`config.mk`:
```
export PLATFORM = sky130hd
export DESIGN_NAME = slip_axis_packet_arbiter
export DESIGN_NICKNAME = d
export VERILOG_FILES = /design/src/rtl/slip_axis_pkg.sv /design/src/rtl/rr_arbiter.sv /design/src/rtl/slip_axis_packet_arbiter.sv
export SDC_FILE = /design/constraint.sdc
export NUM_CORES = 1
export LEC_CHECK = 0
export CORE_AREA = 2 2 66 68
export CTS_CLUSTER_SIZE = 12
export DETAILED_ROUTE_END_ITERATION = 8
export DIE_AREA = 0 0 68 70
export PLACE_DENSITY = 0.76
export SLEW_MARGIN = 0
export SYNTH_ARGS = -nofsm -noshare
export SYNTH_HDL_FRONTEND = slang
export SYNTH_SLANG_ARGS = --single-unit
```
`constraint.sdc`:
```
create_clock -name i_clk -period 3.4 [get_ports i_clk]
set_input_delay 1.02 -clock i_clk [delete_from_list [all_inputs] [get_ports i_clk]]
set_output_delay 1.02 -clock i_clk [all_outputs]
set_load 0.02 [all_outputs]
```
`src/rtl/slip_axis_pkg.sv`:
```
// Shared definitions for the SLIP AXI-Stream front end.
//   arb_state_e : packet arbiter FSM states
//   idx_width() : bit width needed to index n ports (at least 1)
package slip_axis_pkg;

  typedef enum logic {
    STATE_ARB   = 1'b0,
    STATE_GRANT = 1'b1
  } arb_state_e;

  function automatic int unsigned idx_width(input int unsigned n);
    return (n < 2) ? 1 : unsigned'($clog2(n));
  endfunction

endpackage

```
`src/rtl/rr_arbiter.sv`:
```
// Combinational round-robin pick.
// The search starts at the port after i_last_idx and wraps around.
//   i_req      : N request bits
//   i_last_idx : index of the most recent winner
//   o_winner   : first requester found in circular order (valid when o_any)
//   o_any      : at least one request is set
// The request vector is rotated so that bit 0 is the port after
// i_last_idx. The lowest set bit is then found, and the offset is mapped
// back to a port number.
module rr_arbiter
  import slip_axis_pkg::*;
#(
  parameter int unsigned N = 4
) (
  input  logic [N-1:0]            i_req,
  input  logic [idx_width(N)-1:0] i_last_idx,
  output logic [idx_width(N)-1:0] o_winner,
  output logic                    o_any
);

  localparam int unsigned W = idx_width(N);

  int unsigned  base;
  logic [N-1:0] rot;
  logic [W-1:0] offset;
  logic         found;

  always_comb begin
    base   = 32'(i_last_idx) + 1;
    rot    = '0;
    offset = '0;
    found  = 1'b0;
    for (int unsigned i = 0; i < N; i++) begin
      rot[i] = i_req[W'((base + i) % N)];
    end
    for (int unsigned i = 0; i < N; i++) begin
      if (rot[i] && !found) begin
        offset = W'(i);
        found  = 1'b1;
      end
    end
    o_any    = |i_req;
    o_winner = W'((base + 32'(offset)) % N);
  end

endmodule

```
`src/rtl/slip_axis_packet_arbiter.sv`:
```
// Packet-granular round-robin arbiter. It shares one SLIP encoder input
// among NUM_PORTS AXI-S symbol sources.
// A grant is held from the first transfer until a transfer with TLAST.
// After each packet there is one idle (ARB) cycle.
// The granted port index, offset by TID_BASE, is sent as TID.
// When MAX_BURST is non-zero, TLAST is forced on beat number MAX_BURST of
// a grant. The rest of that source's data then goes out as a new packet.
// Ports:
//   i_clk, i_rst           clock, asynchronous active-high reset
//   i_port_en              per-port enable; a disabled port is never newly granted
//   i_s_axis_*/o_s_axis_*  NUM_PORTS slave streams (tdata packed, port k at [k*W +: W])
//   o_m_axis_*/i_m_axis_*  master stream to the encoder
//   o_grant_valid          a grant is active
//   o_grant_idx            granted port index
module slip_axis_packet_arbiter
  import slip_axis_pkg::*;
#(
  parameter int unsigned NUM_PORTS    = 4,
  parameter int unsigned SYMBOL_WIDTH = 8,
  parameter int unsigned TID_BASE     = 0,
  parameter int unsigned MAX_BURST    = 256,
  parameter int unsigned CNT_WIDTH    = 16
) (
  input  logic                              i_clk,
  input  logic                              i_rst,
  input  logic [NUM_PORTS-1:0]              i_port_en,
  input  logic [NUM_PORTS-1:0]              i_s_axis_tvalid,
  output logic [NUM_PORTS-1:0]              o_s_axis_tready,
  input  logic [NUM_PORTS*SYMBOL_WIDTH-1:0] i_s_axis_tdata,
  input  logic [NUM_PORTS-1:0]              i_s_axis_tkeep,
  input  logic [NUM_PORTS-1:0]              i_s_axis_tlast,
  output logic                              o_m_axis_tvalid,
  input  logic                              i_m_axis_tready,
  output logic [SYMBOL_WIDTH-1:0]           o_m_axis_tdata,
  output logic                              o_m_axis_tkeep,
  output logic                              o_m_axis_tlast,
  output logic [SYMBOL_WIDTH-1:0]           o_m_axis_tid,
  output logic                              o_grant_valid,
  output logic [idx_width(NUM_PORTS)-1:0]   o_grant_idx
);

  localparam int unsigned           IDX_W      = idx_width(NUM_PORTS);
  localparam logic                  LIMIT_EN   = (MAX_BURST != 0);
  localparam logic [CNT_WIDTH-1:0]  BURST_LAST = CNT_WIDTH'((MAX_BURST == 0) ? 0 : MAX_BURST - 1);

  arb_state_e           state_q, state_d;
  logic [IDX_W-1:0]     grant_idx_q, grant_idx_d;
  logic [IDX_W-1:0]     last_idx_q, last_idx_d;
  logic [CNT_WIDTH-1:0] burst_cnt_q, burst_cnt_d;

  logic [NUM_PORTS-1:0]    arb_req;
  logic [IDX_W-1:0]        arb_winner;
  logic                    arb_any;
  logic [SYMBOL_WIDTH-1:0] tdata_arr [NUM_PORTS];
  logic                    force_last;

  assign arb_req = i_s_axis_tvalid & i_port_en;

  rr_arbiter #(
    .N (NUM_PORTS)
  ) u_rr_arbiter (
    .i_req      (arb_req),
    .i_last_idx (last_idx_q),
    .o_winner   (arb_winner),
    .o_any      (arb_any)
  );

  always_comb begin
    for (int unsigned k = 0; k < NUM_PORTS; k++) begin
      tdata_arr[k] = i_s_axis_tdata[k*SYMBOL_WIDTH +: SYMBOL_WIDTH];
    end
  end

  assign force_last = LIMIT_EN && (burst_cnt_q == BURST_LAST);

  // The data path is muxed from grant_idx_q in both states, and that index
  // changes only on a handshake. So data, keep, last and id stay stable
  // during backpressure. Only tvalid/tready are gated by the state.
  always_comb begin
    state_d         = state_q;
    grant_idx_d     = grant_idx_q;
    last_idx_d      = last_idx_q;
    burst_cnt_d     = burst_cnt_q;
    o_m_axis_tvalid = 1'b0;
    o_s_axis_tready = '0;
    o_m_axis_tdata  = tdata_arr[grant_idx_q];
    o_m_axis_tkeep  = i_s_axis_tkeep[grant_idx_q];
    o_m_axis_tlast  = i_s_axis_tlast[grant_idx_q] | force_last;
    o_m_axis_tid    = SYMBOL_WIDTH'(TID_BASE) + SYMBOL_WIDTH'(grant_idx_q);

    unique case (state_q)
      STATE_ARB: begin
        if (arb_any) begin
          grant_idx_d = arb_winner;
          last_idx_d  = arb_winner;
          burst_cnt_d = '0;
          state_d     = STATE_GRANT;
        end
      end
      STATE_GRANT: begin
        o_m_axis_tvalid              = i_s_axis_tvalid[grant_idx_q];
        o_s_axis_tready[grant_idx_q] = i_m_axis_tready;
        if (i_s_axis_tvalid[grant_idx_q] && i_m_axis_tready) begin
          burst_cnt_d = burst_cnt_q + 1'b1;
          if (o_m_axis_tlast) begin
            state_d = STATE_ARB;
          end
        end
      end
      default: state_d = STATE_ARB;
    endcase
  end

  always_ff @(posedge i_clk or posedge i_rst) begin
    if (i_rst) begin
      state_q     <= STATE_ARB;
      grant_idx_q <= '0;
      last_idx_q  <= IDX_W'(NUM_PORTS - 1);
      burst_cnt_q <= '0;
    end else begin
      state_q     <= state_d;
      grant_idx_q <= grant_idx_d;
      last_idx_q  <= last_idx_d;
      burst_cnt_q <= burst_cnt_d;
    end
  end

  assign o_grant_valid = (state_q == STATE_GRANT);
  assign o_grant_idx   = grant_idx_q;

endmodule

```
# Word-level counts from Yosys, hierarchy flattened
# Cells that the tools add are included.
# W data, S select, Z words.
[word_totals]
register_bits = 21
latch_bits = 0
ram_bits = 0
mem_bits_ro = 0
in_bits = 51
out_inout_bits = 26
wordCells = 70
memories = 0
[classes]
add_sub_neg = 6
n_mul = 0
n_div = 0
n_lt_le_gt_ge = 7
n_eq_ne = 3
n_shift = 0
muxes = 34
n_bitwise = 5
n_reduce_logical = 11
[op_table]
columns = ["op", "n"]
rows = [
  ["$mux W16", 2],
  ["$pmux W16 S2", 1],
  ["$add A16 B1 Y16 const B", 1],
  ["$bmux W8 S2", 1],
  ["$eq A16 B8 Y1 const B", 1],
  ["$mux W1", 16],
  ["$mux W8", 2],
  ["$lt A2 B3 Y1 const B", 5],
  ["$bmux W1 S2", 7],
  ["$and A4 B4 Y4", 2],
  ["$logic_and A1 B1 Y1", 5],
  ["$add A2 B1 Y2 const B", 2],
  ["$add A2 B2 Y2 const B", 2],
  ["$mux W2", 2],
  ["$mux W4", 1],
  ["$reduce_and A2 Y1", 2],
  ["$reduce_or A4 Y1", 1],
  ["$ge A3 B3 Y1 const B", 1],
  ["$logic_not A1 Y1", 3],
  ["$not A2 Y3", 1],
  ["$add A2 B2 Y2", 1],
  ["$demux W1 S2", 1],
  ["$ge A2 B1 Y1 const B", 1],
  ["$ne A2 B1 Y1 const B", 1],
  ["4 further kinds", 4],
]

# Longest topological paths before layout
# Gate-level depths: netlist of run 1.
[logic_depth]
ltp_word = 14
depth_mapped = 11
ltp_nobuf = 10

# By module
# Synthesis of run 1 repeated with hierarchy kept, for this count alone.
[unflattened]
cells_unflattened = 167
area_unflattened_um2 = 1634.1
[by_module_without_submodules]
columns = ["mod", "instances", "cells_per_inst", "area_per_inst_um2", "seq_area_each_um2"]
rows = [
  ["slip_axis_packet_arbiter", 1, 142, 1441.4, 528.0],
  ["rr_arbiter", 1, 25, 192.7, 0.0],
]

# Worst setup path before layout of run 1
# Ideal clock, no wire load.
[synth_path]
kind = "input port to output port"
startpoint = "in i_s_axis_tvalid[3]"
endpoint = "out o_m_axis_tvalid"
t_arrival_ns = 1.784
required_ns = 2.380
path_slack_ns = 0.596
cell_stages = 2
n_path_buf = 0
path_cell_list = "mux4_2 and2_1"
[synth_via]
elab_chain_cells = 3
[synth_rtl]
columns = ["item", "line_no", "text"]
rows = [
  ["start: declaration", "slip_axis_packet_arbiter.sv:27", "input logic [NUM_PORTS-1:0] i_s_axis_tvalid,"],
  ["$bmux W1 S2", "slip_axis_packet_arbiter.sv:101", "o_m_axis_tvalid = i_s_axis_tvalid[grant_idx_q];"],
  ["$mux W1 (implied by the code)", "slip_axis_packet_arbiter.sv:101", ""],
  ["$mux W1", "slip_axis_packet_arbiter.sv:91", "unique case (state_q)"],
  ["end: declaration", "slip_axis_packet_arbiter.sv:32", "output logic o_m_axis_tvalid,"],
]
# No other way between the ends. The select of a mux whose other input is x is not followed.

# Worst setup path in the final report of run 1
[layout_path]
startpoint = "in i_s_axis_tlast[2]"
endpoint = "out o_m_axis_tlast"
[layout_via]
elab_chain_cells = 3
[layout_rtl]
columns = ["item", "line_no", "text"]
rows = [
  ["start: declaration", "slip_axis_packet_arbiter.sv:31", "input logic [NUM_PORTS-1:0] i_s_axis_tlast,"],
  ["$bmux W1 S2", "slip_axis_packet_arbiter.sv:88", "o_m_axis_tlast = i_s_axis_tlast[grant_idx_q] | force_last;"],
  ["$mux W1 (implied by the code)", "slip_axis_packet_arbiter.sv:88", ""],
  ["$or A1 B1 Y1", "slip_axis_packet_arbiter.sv:88", ""],
  ["end: declaration", "slip_axis_packet_arbiter.sv:36", "output logic o_m_axis_tlast,"],
]
# No other way between the ends. The select of a mux whose other input is x is not followed.

==> impl_metrics.env, run 1 <==
export IMPL_finalCriticalPeriod_ps=3290
export IMPL_hold_violations=0
export IMPL_cp_data_arrival_time_ps=2270
export IMPL_gp_congestion=0.772
export IMPL_start_kind="input pin"
export IMPL_post_dp_cell_area_mm2=0.00244
export IMPL_crit_fanout=2
export IMPL_setup_worst_path_class="input pin to output pin"
export IMPL_r2r_end="o_grant_idx[1]"
export IMPL_r2r_slack_ps=830
export IMPL_rr_worst_depth=9
export IMPL_port_buffers=70
export IMPL_dp_cells=299
export IMPL_cts_inserted_buffers=3
export IMPL_grt_pass1_vias=1598
export IMPL_synth_area_mm2=0.00166
export IMPL_fin_ws_ps=114
export IMPL_rows=24
export IMPL_multi_input_comb_area_mm2=0.00102
export IMPL_synth_warnings=0
export IMPL_die_area_mm2=0.00476
export IMPL_holdPathStages=2
export IMPL_post_route_period_util=0.967
export IMPL_grt_util_all_layers=0.188
export IMPL_seq_area_um2=528
export IMPL_critPathSlowestCell="mux4_2"
export IMPL_crit_family="buffers and inverters"
export IMPL_vdd_ir_drop_max_mv=0.273
export IMPL_synth_seq_cells=21
export IMPL_overflow=0
export IMPL_cp_data_required_time_ps=2380
export IMPL_status="finished clean"
export IMPL_pin_count=77
export IMPL_ys_flop_type="dfrtp_1"
export IMPL_drv_cap=0
export IMPL_crit_chain="clkdlybuf4s50_1 -> mux4_2 -> o21bai_1 -> buf_2"
export IMPL_p_per_area_mw_per_mm2=566
export IMPL_clock_sinks=21
export IMPL_areaGrowthSynthToFinish_pct=48.8
export IMPL_antenna_found_initial=0
export IMPL_p_leak_nw=1.04
export IMPL_ys_async_sr_fraction=1.00
export IMPL_critPathMaxStageDelay_ps=480
export IMPL_synth_edff_count=0
export IMPL_grt_first_pass_wirelength_mm=6.98
export IMPL_hold_path_class="flip-flop to flip-flop"
export IMPL_cts_clk_slew_worst_paths_ps=70
export IMPL_cp_buffers_inverters=2
export IMPL_setup_viol=0
export IMPL_clock_latency_ps=250
export IMPL_synth_seq_area_share=0.318
export IMPL_relSlewSlack=0.486
export IMPL_hp_start="burst_cnt_q[1]"
export IMPL_ant_nets=0
export IMPL_detail_route_iter0_violations=37
export IMPL_htree_levels=1
export IMPL_clk_path_buf_depth=2
export IMPL_reg2reg_from="last_idx_q[0]"
export IMPL_finalInstanceArea_mm2=0.00247
export IMPL_routed_wl_mm=4.36
export IMPL_place_ws_ps=-282
export IMPL_fill_cells=369
export IMPL_via_per_inst=5.31
export IMPL_hold_path_end="burst_cnt_q[1]"
export IMPL_grt_max_degree=22
export IMPL_skew_ps=0.565
export IMPL_root_buffer="clkbuf_8"
export IMPL_dp_hpwl_mm=3.57
export IMPL_die_y_um=70
export IMPL_postSynthCellCount=175
export IMPL_max_freq_mhz=304
export IMPL_yosysUniqueCellTypes=46
export IMPL_rsz0062_at_grt="no"
export IMPL_dr_pass1_iters=4
export IMPL_diodes=0
export IMPL_via_count=1614
export IMPL_tritoncts="yes"
export IMPL_cp_end_kind="output pin"
export IMPL_wl_per_cell_um=14.3
export IMPL_worstMarginPinSlew_ps=770
export IMPL_holdWs_ps=528
export IMPL_drive_above_1_share=0.139
export IMPL_stdcell_count=304
export IMPL_initial_utilization=0.400
export IMPL_final_nets=306
export IMPL_fp_coreArea_mm2=0.00414
export IMPL_drc_errors=0
export IMPL_die_width_um=68
export IMPL_avgSynthCellArea_um2=9.48
export IMPL_maxSlewViolCount=0
-- registers in the layout, indices dropped and copies added, names as in the netlist --
name	count
burst_cnt_q	16
last_idx_q	2
o_grant_idx	2
o_grant_valid	1
-- synthesized netlist by cell type, types with 2 or more instances --
| cell | n | area, µm² |
|---|---|---|
| dfrtp_1 | 19 | 475 |
| nand2_1 | 17 | 63.8 |
| nor2_1 | 15 | 56.3 |
| mux4_2 | 9 | 203 |
| o21ai_0 | 9 | 45.0 |
| buf_4 | 8 | 60.1 |
| nand3_1 | 8 | 40.0 |
| nand4_1 | 7 | 43.8 |
| xnor2_1 | 7 | 61.3 |
| a21oi_1 | 6 | 30.0 |
| xor2_1 | 6 | 52.6 |
| clkbuf_1 | 5 | 18.8 |
| inv_1 | 5 | 18.8 |
| nor4_1 | 5 | 31.3 |
| a22o_1 | 4 | 35.0 |
| nor3_1 | 4 | 20.0 |
| and2_1 | 3 | 18.8 |
| and3_1 | 3 | 18.8 |
| or3_1 | 3 | 18.8 |
| a32oi_1 | 2 | 17.5 |
| buf_6 | 2 | 22.5 |
| dfstp_2 | 2 | 52.6 |
| ha_1 | 2 | 25.0 |
| mux4_1 | 2 | 52.6 |
-- cells in the final DEF, fill, tap and decap left out, types with 4 or more instances in the layout --
master	count
conb_1	6
nand2_1	17
nand4_1	7
buf_4	15
nor2_1	15
a22o_1	4
o21ai_0	9
inv_1	5
mux4_2	9
xor2_1	6
dlygate4sd2_1	13
nor3_1	4
xnor2_1	7
clkdlybuf4s50_1	55
a21oi_1	6
nor4_1	5
dfrtp_1	19
nand3_1	8
-- final cells by class --
cell class	instances	share of cell area
Sequential cell	21	0.214
Tap cell	52	0.0264
Inverter	6	0.00912
Multi-Input combinational cell	136	0.414
Timing Repair Buffer	85	0.319
Clock buffer	4	0.0182
-- worst max-delay path by stage --
| stage | start | end | slack, ps | cells after the start |
|---|---|---|---|---|
| global placement | i_s_axis_tvalid[3] | o_m_axis_tvalid | -270 | 4 |
| floorplan | i_s_axis_tvalid[3] | o_m_axis_tvalid | 600 | 2 |
| CTS | i_s_axis_tvalid[3] | o_m_axis_tvalid | 3 | 4 |
| detailed placement | i_s_axis_tvalid[3] | o_m_axis_tvalid | -280 | 4 |
| finish | i_s_axis_tlast[2] | o_m_axis_tlast | 110 | 4 |
| global route | i_s_axis_tlast[2] | o_m_axis_tlast | 70 | 4 |
-- tightest hold or removal path: cells and delay by family (launching register included) --
kind	cells	cell delay (ps)
DFF	1	380
and+or+nand+nor	2	110
-- timing repair --
action | 4_1_cts | 5_1_grt
endpoints found under the hold margin | 0 | 0
endpoints found under the setup margin | 15 | 3
resized for setup | 19 | 3
hold buffers | 0 | 0
setup buffers | 0 | 1
gates cloned | 0 | 0
pin swaps | 0 | 0
-- metrics by stage --
step	util	TNS, ps	power (W)
detailed placement	0.588	-1650	0.00130
global placement	0.588	-1470	0.00128
finish	0.596	0	0.00140
floorplan	-	0	0.000954
global route	0.596	0	0.00150
CTS	0.596	0	0.00141
-- cells by family (layout without fill, tap and decap cells) --
| logic type | count (synthesis) | count (layout) | share of synthesized area |
|---|---|---|---|
| compound gates | 30 | 30 | 0.121 |
| xor+xnor | 13 | 13 | 0.0686 |
| fa+ha+maj | 3 | 3 | 0.0211 |
| buf+inv | 23 | 95 | 0.0807 |
| flops | 21 | 21 | 0.318 |
| mux | 12 | 12 | 0.160 |
| other cells | 1 | 6 | 0.00226 |
| simple gates | 72 | 72 | 0.228 |
-- per-layer routing --
metal / wire (µm) / global-route usage / share of wire
met4: 44 / 0.0578 / 0.010
met3: 417 / 0.0467 / 0.096
met5: 0 / 0 / 0
met2: 2190 / 0.329 / 0.50
met1: 1700 / 0.220 / 0.39
-- report_power, final --
group	switching [W]	internal (W)
Combinational	0.000430	0.000424
Clock	0.0000748	0.0000833
Sequential	0.0000813	0.000304
Total	0.000587	0.000811
Note: power is estimated with default switching activity, not from simulation.
==> run 2, diff against run 1 <==
Settings changed: CORE_AREA 2 2 66 68 to 2 2 55 82, DIE_AREA 0 0 68 70 to 0 0 57 84, PLACE_DENSITY 0.76 to 0.8, SLEW_MARGIN 0 to 10.
==> impl_metrics.env, run 2 (synthesis gave the netlist of run 1 again) <==
export IMPL_root_buffer="clkbuf_8"
export IMPL_drive_above_1_share=0.146
export IMPL_cp_data_arrival_time_ps=2340
export IMPL_cts_clk_slew_worst_paths_ps=70
export IMPL_tritoncts="yes"
export IMPL_diodes=0
export IMPL_worstMarginPinSlew_ps=789
export IMPL_crit_chain="clkdlybuf4s50_1 -> mux4_2 -> and2_1 -> clkdlybuf4s15_2"
export IMPL_post_route_period_util=0.988
export IMPL_gp_congestion=0.843
export IMPL_ant_nets=0
export IMPL_clock_sinks=21
export IMPL_skew_ps=3.61
export IMPL_pin_count=77
export IMPL_max_freq_mhz=298
export IMPL_place_ws_ps=-280
export IMPL_antenna_found_initial=0
export IMPL_final_common_cell="clkdlybuf4s50_1"
export IMPL_fill_cells=371
export IMPL_layout_common_cells="clkdlybuf4s50_1 (55), dfrtp_1 (19), nand2_1 (17), buf_4 (17), nor2_1 (15)"
export IMPL_critPathSlowestCell="mux4_2"
export IMPL_multi_input_comb_area_mm2=0.00102
export IMPL_wl_per_cell_um=14.2
export IMPL_die_area_mm2=0.00479
export IMPL_cp_buffers_inverters=2
export IMPL_port_buffers=70
export IMPL_setup_worst_path_class="input pin to output pin"
export IMPL_fin_tns_setup_ps=0
export IMPL_rsz0062_at_grt="no"
export IMPL_die_width_um=57
export IMPL_hold_path_class="flip-flop to flip-flop"
export IMPL_p_leak_nw=1.05
export IMPL_grt_pass1_vias=1656
export IMPL_hold_violations=0
export IMPL_dr_pass1_iters=4
export IMPL_drv_cap=0
export IMPL_grt_util_all_layers=0.190
export IMPL_initial_utilization=0.401
export IMPL_finalCriticalPeriod_ps=3360
export IMPL_largest_register="burst_cnt_q"
export IMPL_drc_errors=0
export IMPL_clk_path_buf_depth=2
export IMPL_areaGrowthSynthToFinish_pct=49.6
export IMPL_routed_wl_mm=4.26
export IMPL_seq_area_um2=528
export IMPL_holdWs_ps=538
export IMPL_via_count=1629
export IMPL_vdd_ir_drop_max_mv=0.553
export IMPL_detail_route_iter0_violations=46
export IMPL_htree_levels=1
export IMPL_overflow=0
export IMPL_cts_inserted_buffers=3
export IMPL_via_per_inst=5.43
export IMPL_dp_cells=295
export IMPL_maxSlewViolCount=0
export IMPL_relSlewSlack=0.474
export IMPL_status="finished clean"
export IMPL_p_per_area_mw_per_mm2=560
export IMPL_grt_first_pass_wirelength_mm=7.29
export IMPL_die_y_um=84
export IMPL_grt_max_degree=22
export IMPL_dp_hpwl_mm=3.51
export IMPL_cp_data_required_time_ps=2380
export IMPL_final_nets=308
export IMPL_rows=29
export IMPL_setup_viol=0
export IMPL_clock_latency_ps=250
export IMPL_crit_family="buffers and inverters"
export IMPL_final_core_util=0.600
export IMPL_hold_buffers=0
export IMPL_largest_reg_flops=16
export IMPL_fp_coreArea_mm2=0.00414
export IMPL_crit_fanout=2
export IMPL_fin_ws_ps=41.9
export IMPL_cp_end_kind="output pin"
export IMPL_start_kind="input pin"
export IMPL_stdcell_count=300
export IMPL_critPathMaxStageDelay_ps=480
[run 2: cell count changes in the layout (fill, tap and decap cells not counted), sizes merged]
cell           change
clkbuf             +1
clkdlybuf4s15      +1
[run 2: area by class of cell]
type,instances,area share
Multi-Input combinational cell,136,0.411
Timing Repair Buffer,87,0.326
Sequential cell,21,0.213
Tap cell,46,0.0232
Clock buffer,4,0.0181
Inverter,6,0.00907
[run 2: where the power goes]
part           switching, W  internal, W
registers          0.000105     0.000304
clock network     0.0000751    0.0000832
logic              0.000403     0.000420
[run 2: final timing paths]
path,startpoint,endpoint,cells past startpoint,slack [ps]
hold reg to reg,burst_cnt_q[1],burst_cnt_q[1],2,540
setup / recovery,i_s_axis_tvalid[2],o_m_axis_tvalid,4,40
min in group asynchronous,i_rst,burst_cnt_q[2],2,1210
max in group asynchronous,i_rst,burst_cnt_q[10],2,1700
setup reg to reg,last_idx_q[0],o_grant_idx[1],9,800
hold / removal,burst_cnt_q[1],burst_cnt_q[1],2,540
[run 2: worst reg2reg max path: stages, from the launching register on]
cell	delay, ps
dfstp_2	640
clkinv_1	240
o311ai_0	370
o21ai_0	150
nand3b_1	130
ha_1	160
xor2_1	80
nor3b_2	210
or3b_2	460
nand3_1	90
[run 2: stage by stage]
step / power (W) / cell area [µm²]
4_1_cts: 0.00140 / 2470
6_report: 0.00139 / 2480
3_5_place_dp: 0.00129 / 2440
3_3_place_gp: 0.00128 / 2440
5_1_grt: 0.00149 / 2480
2_1_floorplan: 0.000954 / 1680
[run 2: per-layer routing]
| layer | part of all wire | GRT usage | wire (µm) | up-vias |
|---|---|---|---|---|
| met3 | 0.037 | 0.0248 | 157 | 8 |
| met1 | 0.39 | 0.224 | 1660 | 767 |
| met5 | 0 | 0 | 0 | - |
| met2 | 0.55 | 0.344 | 2350 | 60 |
| met4 | 0.020 | 0.0655 | 87 | 0 |
| li1 | - | - | - | 794 |
[run 2: what timing repair did]
item | in CTS | in global routing
resized for setup | 18 | 2
endpoints found under the setup margin | 15 | 3
buffers inserted | 0 | 1
endpoints found under the hold margin | 0 | 0
